`config.mk`:
```
export PLATFORM = sky130hd
export DESIGN_NAME = fetch_stage
export DESIGN_NICKNAME = d
export VERILOG_FILES = /design/src/rtl/core_pkg.sv /design/src/rtl/pc_gen.sv /design/src/rtl/fetch_stage.sv
export SDC_FILE = /design/constraint.sdc
export NUM_CORES = 1
export LEC_CHECK = 0
export CAP_MARGIN = 20
export CORE_UTILIZATION = 40
export CTS_CLUSTER_SIZE = 14
export DETAILED_ROUTE_END_ITERATION = 16
export GPL_TIMING_DRIVEN = 0
export PLACE_DENSITY = 0.75
export SLEW_MARGIN = 5
export SYNTH_ARGS = -nofsm -noshare
export SYNTH_HDL_FRONTEND = slang
export SYNTH_SLANG_ARGS = --single-unit
```
`constraint.sdc`:
```
create_clock -name clk -period 2.2 [get_ports clk]
set_input_delay 0.66 -clock clk [delete_from_list [all_inputs] [get_ports clk]]
set_output_delay 0.66 -clock clk [all_outputs]
set_load 0.005 [all_outputs]
```
`src/rtl/core_pkg.sv`:
```
// Shared core types and constants: IF/ID payload and fetch-stage defaults.
package core_pkg;

  localparam int unsigned XLEN = 32;

  localparam logic [XLEN-1:0] NOP_INSTR = 32'h0000_0013;
  localparam logic [XLEN-1:0] RESET_PC  = 32'h0000_0000;

  typedef struct packed {
    logic            valid;
    logic [XLEN-1:0] pc;
    logic [XLEN-1:0] pc_plus4;
    logic [XLEN-1:0] instr;
    logic            misalign;
  } if_id_t;

  // Empty IF/ID slot carrying the canonical NOP.
  function automatic if_id_t if_id_bubble();
    if_id_t b;
    b.valid    = 1'b0;
    b.pc       = '0;
    b.pc_plus4 = '0;
    b.instr    = NOP_INSTR;
    b.misalign = 1'b0;
    return b;
  endfunction

endpackage

```
`src/rtl/pc_gen.sv`:
```
// Program counter with next-PC selection (advance / hold / aligned redirect)
// and the sticky misalign flag for the first instruction after a redirect.
module pc_gen #(
  parameter int unsigned            DATA_WIDTH = 32,
  parameter logic [DATA_WIDTH-1:0]  RESET_PC   = '0
) (
  input  logic                  clk,
  input  logic                  rst_n,
  input  logic                  stall_i,
  input  logic                  redirect_valid_i,
  input  logic [DATA_WIDTH-1:0] redirect_pc_i,
  output logic [DATA_WIDTH-1:0] pc_o,
  output logic                  misalign_o
);

  logic [DATA_WIDTH-1:0] r_pc;
  logic                  r_misalign;
  logic [DATA_WIDTH-1:0] w_pc_nxt;
  logic                  w_misalign_nxt;

  // Redirect outranks the load-use hold.
  always_comb begin
    w_pc_nxt       = r_pc;
    w_misalign_nxt = r_misalign;
    if (redirect_valid_i) begin
      w_pc_nxt       = {redirect_pc_i[DATA_WIDTH-1:2], 2'b00};
      w_misalign_nxt = |redirect_pc_i[1:0];
    end else if (!stall_i) begin
      w_pc_nxt       = r_pc + DATA_WIDTH'(4);
      w_misalign_nxt = 1'b0;
    end
  end

  always_ff @(posedge clk) begin
    if (!rst_n) begin
      r_pc       <= RESET_PC;
      r_misalign <= 1'b0;
    end else begin
      r_pc       <= w_pc_nxt;
      r_misalign <= w_misalign_nxt;
    end
  end

  assign pc_o       = r_pc;
  assign misalign_o = r_misalign;

endmodule

```
`src/rtl/fetch_stage.sv`:
```
// Instruction-fetch stage: drives instr_mem with the PC and captures the
// returned word into the IF/ID register, honouring stall, flush and redirect.
module fetch_stage
  import core_pkg::if_id_t;
  import core_pkg::if_id_bubble;
#(
  parameter int unsigned           DATA_WIDTH = 32,
  parameter logic [DATA_WIDTH-1:0] RESET_PC   = core_pkg::RESET_PC,
  parameter logic [DATA_WIDTH-1:0] NOP_INSTR  = core_pkg::NOP_INSTR
) (
  input  logic                  clk,
  input  logic                  rst_n,
  input  logic                  stall_i,
  input  logic                  flush_i,
  input  logic                  redirect_valid_i,
  input  logic [DATA_WIDTH-1:0] redirect_pc_i,
  output logic [DATA_WIDTH-1:0] imem_addr_o,
  input  logic [DATA_WIDTH-1:0] imem_instr_i,
  output logic                  if_id_valid_o,
  output logic [DATA_WIDTH-1:0] if_id_pc_o,
  output logic [DATA_WIDTH-1:0] if_id_pc_plus4_o,
  output logic [DATA_WIDTH-1:0] if_id_instr_o,
  output logic                  if_id_misalign_o
);

  logic [DATA_WIDTH-1:0] w_pc;
  logic                  w_misalign;
  if_id_t                r_if_id;
  if_id_t                w_if_id_nxt;
  if_id_t                w_bubble;

  pc_gen #(
    .DATA_WIDTH (DATA_WIDTH),
    .RESET_PC   (RESET_PC)
  ) u_pc_gen (
    .clk              (clk),
    .rst_n            (rst_n),
    .stall_i          (stall_i),
    .redirect_valid_i (redirect_valid_i),
    .redirect_pc_i    (redirect_pc_i),
    .pc_o             (w_pc),
    .misalign_o       (w_misalign)
  );

  always_comb begin
    w_bubble       = if_id_bubble();
    w_bubble.instr = NOP_INSTR;
  end

  // Wrong-path word is dropped on redirect; flush squashes even while stalled.
  always_comb begin
    w_if_id_nxt = r_if_id;
    if (redirect_valid_i) begin
      w_if_id_nxt = w_bubble;
    end else if (stall_i) begin
      if (flush_i) w_if_id_nxt = w_bubble;
    end else if (flush_i) begin
      w_if_id_nxt = w_bubble;
    end else begin
      w_if_id_nxt.valid    = 1'b1;
      w_if_id_nxt.pc       = w_pc;
      w_if_id_nxt.pc_plus4 = w_pc + DATA_WIDTH'(4);
      w_if_id_nxt.instr    = imem_instr_i;
      w_if_id_nxt.misalign = w_misalign;
    end
  end

  always_ff @(posedge clk) begin
    if (!rst_n) r_if_id <= w_bubble;
    else        r_if_id <= w_if_id_nxt;
  end

  assign imem_addr_o      = w_pc;
  assign if_id_valid_o    = r_if_id.valid;
  assign if_id_pc_o       = r_if_id.pc;
  assign if_id_pc_plus4_o = r_if_id.pc_plus4;
  assign if_id_instr_o    = r_if_id.instr;
  assign if_id_misalign_o = r_if_id.misalign;

endmodule

```
Yosys cells after proc, flatten, opt, wreduce, memory -nomap -nowiden
Index checks and enable logic that the tools add are counted.
{"block": "op_classes", "addsub": 1, "n_eq_ne": 2, "mux": 7, "bitwise_logic": 1, "reduce_logical": 2}
{"op": "2-to-1 mux 98 bit", "count": 3}
{"op": "2-to-1 mux 32 bit", "count": 2}
{"op": "adder 32 x 3 -> 32 bit (second input constant)", "count": 1}
{"op": "inequality test 2 x 1 -> 1 bit (second input constant)", "count": 2}
{"op": "OR reduction 2 bit", "count": 2}
{"op": "2-to-1 mux 1 bit", "count": 2}
{"op": "inverter 1 bit", "count": 1}
{"block": "totals", "regBits": 131, "inputBits": 69, "output_inout_bits": 130, "word_cells": 21}

Depth between registers and ports, before layout
Gate-level depths: netlist of run 1.
{"block": "logic_depth", "word_depth": 3, "ltp_mapped": 7, "ltp_nobuf": 6}

Modules after synthesis
A second synthesis of run 1 with hierarchy kept.
{"block": "hier_totals", "hier_cells": 648, "hier_area_um2": 5773.0}
{"module": "fetch_stage", "n_inst": 1, "cells_per_inst": 415, "area_per_inst_um2": 3898.7, "seq_area_each_um2": 1921.8}
{"module": "pc_gen", "n_inst": 1, "cells_per_inst": 233, "area_per_inst_um2": 1874.3, "seq_area_each_um2": 620.6}

Worst setup path after synthesis of run 1
OpenSTA, ideal clock, no wires.
{"block": "synth_timing", "kind": "flip-flop to flip-flop", "start": "register u_pc_gen.r_pc[2] (netlist: u_pc_gen.pc_o[2])", "end": "register r_if_id (netlist bit if_id_pc_plus4_o[26])", "setup_time_ns": 0.129, "arrival_time_ns": 1.765, "t_required_ns": 2.071, "slack_ns": 0.306, "path_stages_with_launch": 7, "path_buffers": 0, "period_less_slack_ns": 1.894, "cell_sequence": "dfxtp_1 ha_1 and4_4 nand4_2 or4_1 xor2_1 a21oi_2"}
{"block": "synth_between", "elab_chain_cells": 3}
{"item": "start: declaration", "line": "pc_gen.sv:16", "rtl": "logic [DATA_WIDTH-1:0] r_pc;"}
{"item": "start signal: assignment", "line": "pc_gen.sv:39", "rtl": "r_pc <= w_pc_nxt;"}
{"item": "adder 32 x 3 -> 32 bit", "line": "fetch_stage.sv:62", "rtl": "w_if_id_nxt.pc_plus4 = w_pc + DATA_WIDTH'(4);"}
{"item": "2-to-1 mux 98 bit", "line": "fetch_stage.sv:57", "rtl": "end else if (flush_i) begin"}
{"item": "2-to-1 mux 98 bit", "line": "fetch_stage.sv:55", "rtl": "end else if (stall_i) begin"}
{"item": "end signal: assignment", "line": "fetch_stage.sv:69", "rtl": "if (!rst_n) r_if_id <= w_bubble;"}
{"item": "end signal: assignment", "line": "fetch_stage.sv:70", "rtl": "else r_if_id <= w_if_id_nxt;"}
{"item": "end: declaration", "line": "fetch_stage.sv:28", "rtl": "if_id_t r_if_id;"}
No other way between the ends.
A chain may end at the register's enable or synchronous reset.

Worst setup path after layout of run 1
{"block": "layout_timing", "start": "register u_pc_gen.r_pc[22] (netlist: u_pc_gen.pc_o[22])", "end": "output port imem_addr_o[22]"}
{"item": "end: declaration", "line": "fetch_stage.sv:17", "rtl": "output logic [DATA_WIDTH-1:0] imem_addr_o,"}
No word-level cell between the ends.

==> results of run 1 <==
[cell type report]
class	count	area (sq um)	area share
Inverter	6	22.5	0.00274
Tap cell	176	220	0.0268
Clock inverter	1	5.00	0.000610
Multi-Input combinational cell	423	2720	0.331
Sequential cell	125	2510	0.305
Timing Repair Buffer	192	1920	0.234
Clock buffer	26	529	0.0645
Buffer	56	290	0.0354
[registers in the layout, summed over array words and instances, names as in the netlist]
signal,cells
u_pc_gen.misalign_o,1
if_id_valid_o,1
if_id_pc_plus4_o,30
if_id_misalign_o,1
if_id_instr_o,32
if_id_pc_o,30
u_pc_gen.pc_o,30
[layer usage]
layer,GRT usage,up-vias,wire [microns]
li1,-,2494,-
met1,0.293,2490,7210
met2,0.403,246,8030
met3,0.0642,46,1220
met4,0.119,0,517
met5,0,-,0
[kinds of logic after synthesis]
group	count (synthesis)	synth area share
flip-flops	125	0.456
buffers and inverters	63	0.0529
adder cells (fa/ha/maj)	1	0.00228
AND/OR/NAND/NOR	189	0.180
AO/OA/AOI/OAI	112	0.110
XOR/XNOR	52	0.0830
multiplexers	63	0.115
other	1	0.000684
[cells in the mapped netlist (all sizes together) (2+ instances only)]
cell / number / area (sq um)
dfxtp: 125 / 2500
nor2: 79 / 297
mux2i: 63 / 631
o21ai: 52 / 260
a21oi: 50 / 254
xnor2: 36 / 315
nand2: 33 / 124
buf: 32 / 174
clkbuf: 25 / 93.8
nand4: 18 / 138
nor3: 17 / 100
xor2: 16 / 140
nand3: 10 / 55.1
nor4: 9 / 111
and2: 6 / 37.5
inv: 5 / 18.8
and3: 4 / 25.0
and4: 4 / 42.5
or3: 3 / 18.8
a22o: 2 / 17.5
nor2b: 2 / 12.5
o21ba: 2 / 20.0
o31ai: 2 / 15.0
[through the flow]
step           cell area, sq um  hold WS [ns]  cells
2_1_floorplan              5500         0.448    611
3_3_place_gp               7640         0.444    979
3_5_place_dp               7640         0.448    979
4_1_cts                    8190         0.455   1006
5_1_grt                    8210         0.476   1005
6_report                   8210         0.450   1005
[worst paths after layout]
check / end / slack [ns] / cells past startpoint
worst max-delay path: imem_addr_o[22] / 0.03 / 1
worst min-delay path: if_id_pc_plus4_o[7] / 0.45 / 2
worst max register to register: if_id_pc_plus4_o[28] / 0.11 / 7
worst min register to register: if_id_pc_plus4_o[7] / 0.45 / 2
[power groups by stage]
stage	Clock, uW	Sequential (uW)	Combinational [uW]
6_report	2540	2410	670
5_1_grt	2670	2410	723
4_1_cts	2580	2400	666
3_5_place_dp	0	2450	659
3_3_place_gp	0	2450	650
2_1_floorplan	0	2440	312
==> results.json, run 1 <==
{
  "crit_buf_inv": 1,
  "final.setup.tns_ns": 0,
  "drtAntennaViolNets": 0,
  "grt_setup_unrepaired": "true",
  "cp_slowest_cell": "clkdlybuf4s50_1",
  "p_leak_uw": 0.00311,
  "clk_pin_slew_ns": 0.05,
  "filler_cells": 1135,
  "numCtsBuffers": 17,
  "syn_to_final_growth_pct": 49.7,
  "timing.final.ws_setup_ns": 0.0315,
  "drv_slew": 0,
  "drtPass1Iterations": 5,
  "power.density_cell_area_mw_per_mm2": 685,
  "synth_enable_flop_cells": 0,
  "critical-path-top-delay-family": "buffers and inverters",
  "grt_max_degree": 17,
  "timing.slew.headroom": 0.588,
  "antenna_cells_inserted": 0,
  "hold_violations": 0,
  "netlist_instances": 606,
  "worstSetupStartpointType": "flop",
  "post-dp-hpwl_microns": 12600,
  "number_of_antenna_violations_at_the_first_check_in_global_routing": 0,
  "floorplan.die.height_microns": 119,
  "final_net_count": 891,
  "grt_first_pass_wirelength_microns": 26700,
  "type_of_the_worst_setup_path": "flop to output port",
  "first_iter_violations": 337,
  "clock_latency_ns": 0.42,
  "htree_num_levels": 4,
  "vias_in_the_first_global_route": 5232,
  "post-route-period-util": 0.986,
  "tightestPinTransition_ns": 0.615,
  "detail_route.drc_violations": 0,
  "cellInternalPower_uw": 4320,
  "most_frequent_cells_in_the_layout": "clkdlybuf4s50_1, dfxtp_1, nor2_1, mux2i_1, o21ai_0",
  "cts_hold_repair.buffers": 0,
  "synth-warning-count": 0,
  "swShare": 0.232,
  "wirelength_microns": 17000,
  "ys_dominant_reg_cell": "dfxtp_1",
  "fmaxAchievable_mhz": 461,
  "cts-root-buf": "clkbuf_16",
  "crit_path_start": "u_pc_gen.pc_o[22]",
  "comb_power_frac": 0.119,
  "net-switching-power_uw": 1300,
  "power_uw": 5620,
  "synth_sequential_area_ratio": 0.456,
  "power.share.sequential": 0.428,
  "final_util": 0.618,
  "clock_tree_from_tritoncts": "yes",
  "worst_slack_at_placement_ns": -0.781,
  "synthesis_stage_register_bit_count": 125,
  "holdCritPathClass": "flop to flop",
  "dieArea_sq_mm": 0.0142,
  "worst_r2r_src": "u_pc_gen.pc_o[2]",
  "drt-vias-per-instance": 5.25,
  "final_layout_size_suffix_gt1_frac": 0.104,
  "critical_path.cell_chain": "clkdlybuf4s50_1",
  "postSynthAreaPerCell_sq_um": 9.05,
  "post-route-min-period_ns": 2.17,
  "async_flop_share": 0,
  "timing.critical_path.fanout_max": 7,
  "post_cts.repair.setup_buffers": 0,
  "power.share.clock": 0.453,
  "peakVddDrop_mv": 0.457,
  "critPathArrivalTime_ns": 1.51,
  "synthesis.area_sq_mm": 0.00548,
  "clkSinkCount": 125,
  "setup_viol_count_final": 0,
  "cts_buffer_depth": 2,
  "initial_core_util": 0.412,
  "grt_util_all_layers": 0.244,
  "row_count": 42,
  "input_output_buffers": 192,
  "cpPeakStageDelay_ns": 0.57,
  "drv_cap": 0,
  "post_cts_resized": 10,
  "gpl.final_weighted_congestion": 0.879,
  "design.portCount": 199,
  "mostFrequentLayoutCell": "clkdlybuf4s50_1",
  "routed_wire_length_per_instance_microns": 16.9,
  "area_of_the_core_sq_mm": 0.0133,
  "via_count": 5276,
  "fin_skew_ns": 0.00855,
  "status": "complete, no violations",
  "required_ns": 1.54,
  "worst_setup_path_end_kind": "output port",
  "hold_start": "if_id_pc_plus4_o[7]",
  "synthDistinctLibCells": 44,
  "die_w_microns": 119,
  "grt_overflow_total": 0
}
No activity file was read; power rests on OpenSTA's default activity.
==> inputs of run 2 (changes only) <==
--- a/config.mk
+++ b/config.mk
@@ -6,11 +6,11 @@
 export NUM_CORES = 1
 export LEC_CHECK = 0
 export CAP_MARGIN = 20
-export CORE_UTILIZATION = 40
+export CORE_UTILIZATION = 45
 export CTS_CLUSTER_SIZE = 14
 export DETAILED_ROUTE_END_ITERATION = 16
 export GPL_TIMING_DRIVEN = 0
-export PLACE_DENSITY = 0.75
+export PLACE_DENSITY = 0.83
 export SLEW_MARGIN = 5
 export SYNTH_ARGS = -nofsm -noshare
 export SYNTH_HDL_FRONTEND = slang
==> run 2 against run 1 <==
  * Worst hold slack gained 0.0056 ns
  * Clock power grew 14%
  * Flip-flop and latch count is the same
  * Largest cell class unchanged
==> results.json, run 2 (synthesized netlist as in run 1, its figures left out) <==
{
  "fmaxAchievable_mhz": 464,
  "worst_slack_at_placement_ns": -0.818,
  "final_layout_size_suffix_gt1_frac": 0.106,
  "largest_register_ffs": 32,
  "timing.critical_path.fanout_max": 7,
  "clkSinkCount": 125,
  "tightestPinTransition_ns": 0.654,
  "worstSetupStartpointType": "flop",
  "mostFrequentLayoutCell": "clkdlybuf4s50_1",
  "worst_r2r_src": "u_pc_gen.pc_o[24]",
  "clock_tree_from_tritoncts": "yes",
  "crit_buf_inv": 1,
  "hold_start": "if_id_pc_o[17]",
  "drtAntennaViolNets": 0,
  "first_iter_violations": 299,
  "detail_route.drc_violations": 0,
  "reg2reg_slack_ns": 0.10,
  "worst_hold_path.num_cells": 2,
  "setup_viol_count_final": 0,
  "cts-root-buf": "clkbuf_16",
  "post-route-min-period_ns": 2.15,
  "holdCritPathClass": "flop to flop",
  "net-switching-power_uw": 1340,
  "placedInstanceArea_sq_mm": 0.00760,
  "drt-vias-per-instance": 5.44,
  "dieArea_sq_mm": 0.0126,
  "wirelength_microns": 16700,
  "swShare": 0.225,
  "routed_wire_length_per_instance_microns": 17.1,
  "area_of_the_core_sq_mm": 0.0117,
  "place.detailed.instances": 946,
  "cts_buffer_depth": 2,
  "fin_cells": 975,
  "most_frequent_cells_in_the_layout": "clkdlybuf4s50_1, dfxtp_1, nor2_1, mux2i_1, o21ai_0",
  "status": "complete, no violations",
  "row_count": 39,
  "numCtsBuffers": 17,
  "final_util": 0.706,
  "required_ns": 1.54,
  "floorplan.die.height_microns": 112,
  "via_count": 5305,
  "peakVddDrop_mv": 0.576,
  "grt_max_degree": 17,
  "power.share.sequential": 0.404,
  "clk_pin_slew_ns": 0.05,
  "p_leak_uw": 0.00313,
  "antenna_cells_inserted": 0,
  "critical_path.cell_chain": "clkdlybuf4s50_1",
  "critPathArrivalTime_ns": 1.49,
  "critical-path-top-delay-family": "buffers and inverters",
  "power.density_cell_area_mw_per_mm2": 724,
  "initial_core_util": 0.470,
  "input_output_buffers": 192,
  "drv_cap": 0,
  "cpPeakStageDelay_ns": 0.57,
  "worst_setup_path_end_kind": "output port",
  "number_of_antenna_violations_at_the_first_check_in_global_routing": 0,
  "comb_power_frac": 0.112,
  "crit_path_start": "u_pc_gen.pc_o[22]",
  "final_cell_area_sq_mm": 0.00824,
  "drtPass1Iterations": 5,
  "hold_violations": 0,
  "final_net_count": 891,
  "fin_skew_ns": 0.00660,
  "grt_first_pass_wirelength_microns": 26400,
  "timing.final.ws_setup_ns": 0.0457,
  "ff2ff_path_depth": 6,
  "post_cts.repair.setup_buffers": 0,
  "syn_to_final_growth_pct": 50.2,
  "filler_cells": 885,
  "post-route-period-util": 0.979,
  "gpl.final_weighted_congestion": 0.898,
  "clock_latency_ns": 0.42,
  "timing.slew.headroom": 0.562,
  "drv_slew": 0,
  "htree_num_levels": 4,
  "grt_setup_unrepaired": "false",
  "grt_util_all_layers": 0.267,
  "crit_cells": 1,
  "type_of_the_worst_setup_path": "flop to output port",
  "design.portCount": 199,
  "final.setup.tns_ns": 0,
  "grt_overflow_total": 0,
  "post-dp-hpwl_microns": 12400,
  "die_w_microns": 112,
  "cp_slowest_cell": "clkdlybuf4s50_1",
  "power.share.clock": 0.484,
  "cellInternalPower_uw": 4620,
  "vias_in_the_first_global_route": 5263
}
[run 2: cell types whose count changed in the layout (fill, tap and decap cells not counted), sizes merged]
cell and delta:
clkbuf -4, buf +3, bufinv +3, clkinvlp +2, clkinv -1
[run 2: per-layer routing]
metal	GRT usage	share of wire
met5	0	0
met4	0.134	0.036
met3	0.0616	0.068
met2	0.444	0.48
met1	0.326	0.42
[run 2: layout make-up]
| type | instances | area, sq um | area share |
|---|---|---|---|
| Multi-Input combinational cell | 423 | 2720 | 0.330 |
| Buffer | 56 | 280 | 0.0340 |
| Tap cell | 143 | 179 | 0.0217 |
| Clock inverter | 5 | 105 | 0.0128 |
| Timing Repair Buffer | 192 | 1920 | 0.233 |
| Sequential cell | 125 | 2510 | 0.304 |
| Inverter | 6 | 22.5 | 0.00273 |
| Clock buffer | 25 | 505 | 0.0614 |
[run 2: what timing repair did]
action | in CTS | in global routing
setup endpoints to repair | 44 | 77
gates resized for setup | 8 | 13
hold buffers | 0 | 0
[run 2: path summary, 6_finish.rpt]
path	endpoint
min	if_id_pc_o[17]
min reg2reg	if_id_pc_o[17]
max	imem_addr_o[22]
max reg2reg	u_pc_gen.pc_o[29]
[run 2: stage by stage]
stage               power, uW  hold slack, ns
floorplan                2750           0.448
global placement         3090           0.442
detailed placement       3100           0.451
CTS                      5980           0.460
global route             6160           0.489
finish                   5960           0.455
[run 2: power groups by stage]
| stage | Clock (uW) | Combinational (uW) | Sequential, uW |
|---|---|---|---|
| after floorplan | 0 | 312 | 2440 |
| after global placement | 0 | 642 | 2440 |
| after detailed placement | 0 | 654 | 2450 |
| after CTS | 2910 | 663 | 2400 |
| after global routing | 3030 | 722 | 2410 |
| final | 2890 | 667 | 2410 |
[run 2: worst register-to-register path, stage by stage, from the launching register on]
cell,delay [ns]
dfxtp_1,0.32
clkbuf_1,0.32
nand4_1,0.23
nor3_1,0.45
nand4_2,0.21
or3_1,0.34
a31oi_1,0.16
